$ cat src/rtl/bus_reg_file.sv
// bus_reg_file: 16 x 32-bit general-purpose registers fed from the shared bus,
// with instruction-field index decode, read select encode and C sign extension.
module bus_reg_file #(
  parameter int DATA_WIDTH = 32,
  parameter int NUM_REGS   = 16
) (
  input  logic                           clock,
  input  logic                           clear,
  input  logic [DATA_WIDTH-1:0]          BusMuxOut,
  input  logic [31:0]                    IR,
  input  logic                           Gra,
  input  logic                           Grb,
  input  logic                           Grc,
  input  logic                           Rin,
  input  logic                           Rout,
  input  logic                           BAout,
  output logic [DATA_WIDTH*NUM_REGS-1:0] RegOut_flat,
  output logic [DATA_WIDTH-1:0]          R0_gated,
  output logic [DATA_WIDTH-1:0]          C_sign_extended,
  output logic [4:0]                     Rout_select,
  output logic                           Rout_valid,
  output logic                           wr_conflict
);

  logic [DATA_WIDTH-1:0] regs [NUM_REGS];
  logic [3:0]            sel;
  logic                  anyGr;
  logic                  multiGr;
  logic                  readReq;

  always_comb begin
    sel = 4'd0;
    if (Gra)      sel = IR[26:23];
    else if (Grb) sel = IR[22:19];
    else if (Grc) sel = IR[18:15];
  end

  assign anyGr   = Gra | Grb | Grc;
  assign multiGr = (Gra & Grb) | (Gra & Grc) | (Grb & Grc);
  assign readReq = (Rout | BAout) & anyGr;

  always_ff @(posedge clock) begin
    if (clear) begin
      for (int i = 0; i < NUM_REGS; i++)
        regs[i] <= '0;
      wr_conflict <= 1'b0;
    end else begin
      if (Rin && anyGr)
        regs[sel] <= BusMuxOut;
      if (multiGr)
        wr_conflict <= 1'b1;
    end
  end

  always_comb begin
    RegOut_flat = '0;
    for (int i = 0; i < NUM_REGS; i++)
      RegOut_flat[i*DATA_WIDTH +: DATA_WIDTH] = regs[i];
  end

  // Base-address reads treat R0 as constant zero
  assign R0_gated = BAout ? '0 : regs[0];

  assign C_sign_extended =
    {{(DATA_WIDTH-19){IR[18]}}, IR[18:0]};

  assign Rout_valid  = readReq;
  assign Rout_select = readReq ? {1'b0, sel} : 5'd0;

endmodule
$ cat config.mk
export PLATFORM = sky130hd
export DESIGN_NAME = bus_reg_file
export DESIGN_NICKNAME = d
export VERILOG_FILES = /design/src/rtl/bus_reg_file.sv
export SDC_FILE = /design/constraint.sdc
export NUM_CORES = 1
export LEC_CHECK = 0
export BUFFER_PORTS_ARGS = -buffer_cell sky130_fd_sc_hd__buf_2
export CAP_MARGIN = 20
export CORE_AREA = 2 2 253 255
export DETAILED_ROUTE_END_ITERATION = 16
export DIE_AREA = 0 0 255 257
export GPL_TIMING_DRIVEN = 0
export HOLD_SLACK_MARGIN = 0.03
export PLACE_DENSITY = 0.61
export SETUP_SLACK_MARGIN = 0.5
export SLEW_MARGIN = 25
export SYNTH_ARGS = -nofsm -noshare
export SYNTH_HDL_FRONTEND = slang
export SYNTH_SLANG_ARGS = --single-unit
$ cat constraint.sdc
create_clock -name clock -period 9.7 [get_ports clock]
set_clock_uncertainty 0.2 [all_clocks]
set_input_delay 0.97 -clock clock [delete_from_list [all_inputs] [get_ports clock]]
set_output_delay 0.97 -clock clock [all_outputs]
set_load 0.01 [all_outputs]
**Word level (Yosys, flattened, before mapping)**

Memories as Yosys holds them, arrays and structs flattened.
Cells that the tools add are included.

- Flip-flop bits (word level): 1
- Bits in writable memories: 512
- Bits of input ports: 72
- Word-level logic and storage cells: 26
- Memories kept: 1

Memories:

| memory | depth | bits a word | read ports | clocked after Yosys merged registers in | wr ports | RTL line | RTL |
|---|---|---|---|---|---|---|---|
| regs | 16 | 32 | 16 | 0 | 16 | 25 | `logic [DATA_WIDTH-1:0] regs [NUM_REGS];` |

- Muxes and demuxes: 13
- Bitwise operators: 9
- Reduce and logical (&&, ||, !) cells: 2

Operator list:

| kind | count |
|---|---|
| 32-bit two-way mux | 2 |
| 32-bit OR reduction | 1 |
| 4-bit two-way mux | 5 |
| 1-bit two-way mux | 6 |
| 1-bit OR | 5 |
| 1-bit bitwise AND | 4 |
| 1-bit logical AND | 1 |

**Depth between registers and ports, before layout**

- Depth in word-level cells: 8
- Mapped depth: 7

**Worst setup path before layout**

No wires, ideal clock.

- Kind: input-to-reg
- From: in Grb
- To: mem regs[12][0], enable pin
- Setup time: 428 ps
- Data arrival time: 3498 ps
- Setup slack: 5574 ps
- Stages on the path: 6
- Cell sequence: buf_4 > nand3b_1 > a31oi_4 > buf_4 > nand2_2 > o21bai_1

RTL lines:

| item | RTL line | RTL |
|---|---|---|
| from (decl) | 12 | `input logic Grb,` |
| to (decl) | 25 |  |

**Final worst setup path**

- From: in Gra
- To: out Rout_select[2]

- Longest elaborated chain between the ends: 4

RTL lines:

| item | RTL line | RTL |
|---|---|---|
| from (decl) | 11 | `input logic Gra,` |
| 1-bit OR (2 in series) | 38 | `assign anyGr = Gra \| Grb \| Grc;` |
| 1-bit bitwise AND | 40 | `assign readReq = (Rout \| BAout) & anyGr;` |
| 4-bit two-way mux (*) | 68 | `assign Rout_select = readReq ? {1'b0, sel} : 5'd0;` |
| to (decl) | 20 | `output logic [4:0] Rout_select,` |

Every way passes the cells marked *; elsewhere a longest branch is shown, timed or not.

==> summary by stage <==
Floorplanning
The floorplan step set the die height to 257 um. The floorplan has approximately 90 rows. The overall die area is roughly 66,000 um2. The core region is approximately 63,000 um2.

The die width is roughly 260 um. For this design the top-level I/O count stands at 655. For this configuration, the core starts out at a cell density of between 30% and 40%.

Timing
The sum of negative setup slack is 0 ns. The slew at the pin closest to its max-slew limit is just over 0.9 ns. The maximum frequency from static timing analysis is 0.271 GHz.

Headroom to the max-slew limit came out at slightly below 40%. Subtracting the final worst setup slack from the clock period gives ~3.7 ns. The number of hold-slack violations in the final timing report came to 0. The final-report max-slew violation count is 0.

The period utilization is a little under two fifths. Hold timing on the final database bottoms out at a slack of around 0.29 ns. The number of failing setup endpoints in the final timing report is 0.

Setup repair after global routing left no endpoint under its margin.

Worst setup path
The worst setup path is captured at a primary output. For the worst flop-to-flop path, the logic depth is 2. STA classifies the critical path startpoint as an input pin. The critical path is of the in2out type.

For this run, the slowest stage of the critical path takes between 0.2 and 0.3 ns. The master of the slowest instance on the critical path is buf_2. Data on the critical path arrives at its endpoint at 2.52 ns. The most critical setup path has its startpoint at Gra. Across all register-to-register paths, the minimum setup slack is about 9 ns.

The critical path required time is approximately 8.5 ns. The biggest fanout along the worst timing path is 10. The cell repeated most along the worst path is buf_2.

The worst reg2reg path startpoint is wr_conflict$_SDFFE_PP0P_. Walking the worst path, the cells encountered are buf_2 > buf_4 > inv_1 > a31o_1 > buf_2 > buf_4 > nor2_1 > buf_2.

Route
The first-pass iteration count of the detailed router is 5. In this run, the number of DRC markers left after iteration 0 of detailed routing was between 1,000 and 1,500. The detail route stage leaves a number of antenna-violating nets equal to 0.

The detailed-route wire length is about 74,000 um. The DRC violations left is 0. After detailed routing, the average wire length per cell comes to 25.5 um.

The via density per instance is about 4.7. The vias after detailed routing is between 10,000 and 15,000.

Global routing
Global routing used a little over a quarter of the available met1 tracks. The highest-utilization routing layer at the global route stage is met2. The number of global-route vias before repair came to approximately 14,000.

The initial antenna violation count is 11. Global routing used 37.5% of the available met2 tracks. Global routing used 21.8% of the available tracks. The largest net degree at the start of global routing is 20. The first global-routing pass estimated 100,000 um of wire.

The total overflow left after global routing is 0. The met3 usage is about 5.2%.

Cells and area
The commonest non-fill, non-tap cell in the layout is buf_2. After filler insertion, the fill cell instance count of the layout stands at a little under 6,000. After the last flow step, the layout net total stands at 2,074.

The growth of design area from synthesis to finish is 35.1%. The count of non-filler cells in the finished layout is between 2,000 and 3,000. In the layout the commonest cells are 670 x buf_2, 518 x nor2_1, 512 x edfxtp_1, 55 x clkbuf_16, 49 x buf_4. Of the cells placed in the final design, the portion with a size suffix greater than 1 is ~45%.

Run
The tool flagged a number of max-cap violations equal to 0.

Outcome
The run finished with clean final reports.

Clock network
The H-tree was split into 2 levels. In this run the deepest clock path goes through 3 buffers. The number of CTS-inserted buffers is 54.

The clock latency on the worst-skew pair is between 0.5 and 0.6 ns. TritonCTS built the clock tree. The CTS root buffer is clkbuf_16. The setup fix buffers added after clock tree synthesis is 0.

For this design, the sink count on the clock tree is about 510. Clock-pin slew was measured on the worst setup and hold paths at ~0.060 ns. In this run, post-CTS repair resized a total of 0 instances.

The hold buffer count at cts is 0.

Synth
The library cell with the largest summed area after synthesis is edfxtp_1. The number of warnings reported in the yosys synthesis log is 0. The post-synth net total is around 1,400. Summing every instance area after synthesis gives 19,400 um2.

In the post-synthesis netlist, the biggest area contributors are edfxtp_1 79%, nor2_1 10%, nand3_2 2.1%, buf_4 1.9%, nand3_4 1.8%. The area share of the largest cell type after synthesis is slightly below 80%. Each instance of the synthesized netlist takes up on average 15.0 um2. The number of instances in the synthesized netlist is roughly 1,300. The synthesized design contains 513 register bits. The register area share after synthesis is 79.5%. The synthesized netlist contains 27 unique library cells.

Power
The internal power of the cells totals slightly below 4 mW. The power density relative to cell area is 200 nW/um2. VDD sags by at most 123 uV. The net switching power figure is ~1.3 mW.

The total leakage power is 9.72 nW. The clock network burns between 30% and 40% of the power. Net switching is between 20% and 30% of the power. The sequential fraction of design power is roughly 50%.

The fraction of power consumed by combinational cells is roughly 11%.

Placement
At the end of routability-driven placement, the weighted congestion stood at around 0.83. The HPWL after detailed placement is 54,600 um. The count of buffers inserted at the top-level ports is approximately 630. The number of cells in the design after placement is around 2,800.

Min path
The kind of path behind the tightest hold check is reg2reg. The hold-critical path depth is 2. In this run the most critical hold path is launched from wr_conflict$_SDFFE_PP0P_.
==> cell families after synthesis <==
group | share of synthesized area, %
DFF | 79.5
adders and majority gates | 0.0517
AOI/OAI and AO/OA | 1.25
and+or+nand+nor | 15.6
other | 0.0194
buffers and inverters | 3.52
==> area by class of cell <==
| class | instances | area, um2 | share of cell area, % |
|---|---|---|---|
| flip-flops and latches | 513 | 15400 | 58.9 |
| repair buffers | 657 | 3830 | 14.6 |
| multi-input cells | 662 | 3460 | 13.2 |
| clock buffers | 64 | 1410 | 5.39 |
| well taps | 846 | 1060 | 4.05 |
| plain buffers | 109 | 663 | 2.54 |
| clock inverters | 32 | 297 | 1.13 |
| inverters | 5 | 18.8 | 0.0718 |
| diodes | 7 | 17.5 | 0.0670 |
==> per-layer routing <==
layer,vias up,wire length (um)
li1,5896,-
met1,6845,29000
met2,807,37200
met3,100,5990
met4,6,1650
met5,-,41
==> synthesized netlist by cell type <==
cell	instances
nor3_1	1
a21oi_2	1
buf_4	49
edfxtp_1	512
nand2_1	1
maj3_1	1
buf_2	38
nand3_1	12
o21bai_1	17
nand3_4	20
nand2_2	2
nand3_2	40
nor2_1	518
a22oi_2	3
a31o_1	1
conb_1	1
nand3b_1	4
a31oi_4	1
nor3b_2	1
clkbuf_1	19
nor2b_1	33
a22o_1	1
dfxtp_1	1
a22o_2	2
inv_1	5
a21oi_1	2
buf_6	3
==> worst max-delay path: cells and delay by family <==
family	cells	cell delay, ns
simple gates	1	0.06
compound gates	1	0.25
buf+inv	6	1.23
==> path summary, 6_finish.rpt <==
path,endpoint
worst max register to register,wr_conflict$_SDFFE_PP0P_
worst min-delay path,wr_conflict$_SDFFE_PP0P_
worst min register to register,wr_conflict$_SDFFE_PP0P_
worst max-delay path,Rout_select[2]
==> power by group through the flow <==
| stage | sequential (mW) | clock [mW] | combinational, mW |
|---|---|---|---|
| CTS | 2.61 | 2.07 | 0.588 |
| global placement | 2.67 | 0 | 0.535 |
| floorplan | 2.73 | 0 | 0.163 |
| detailed placement | 2.66 | 0 | 0.587 |
| global route | 2.62 | 2.15 | 0.613 |
| finish | 2.61 | 2.04 | 0.580 |
==> registers in the layout (all words and copies together), names as in the netlist <==
name,cells
wr_conflict,1
regs,512
==> metrics by stage <==
stage | setup WS (ns) | utilization, % | power [mW] | cell area, um2
detailed placement | 5.53 | 38.9 | 3.24 | 24400
global placement | 3.21 | 37.6 | 3.20 | 23600
CTS | 6.00 | 41.7 | 5.27 | 26100
finish | 6.01 | 41.7 | 5.24 | 26200
floorplan | 5.57 | - | 2.90 | 19400
global route | 5.94 | 41.7 | 5.38 | 26100
No activity file was read; power rests on OpenSTA's default activity.
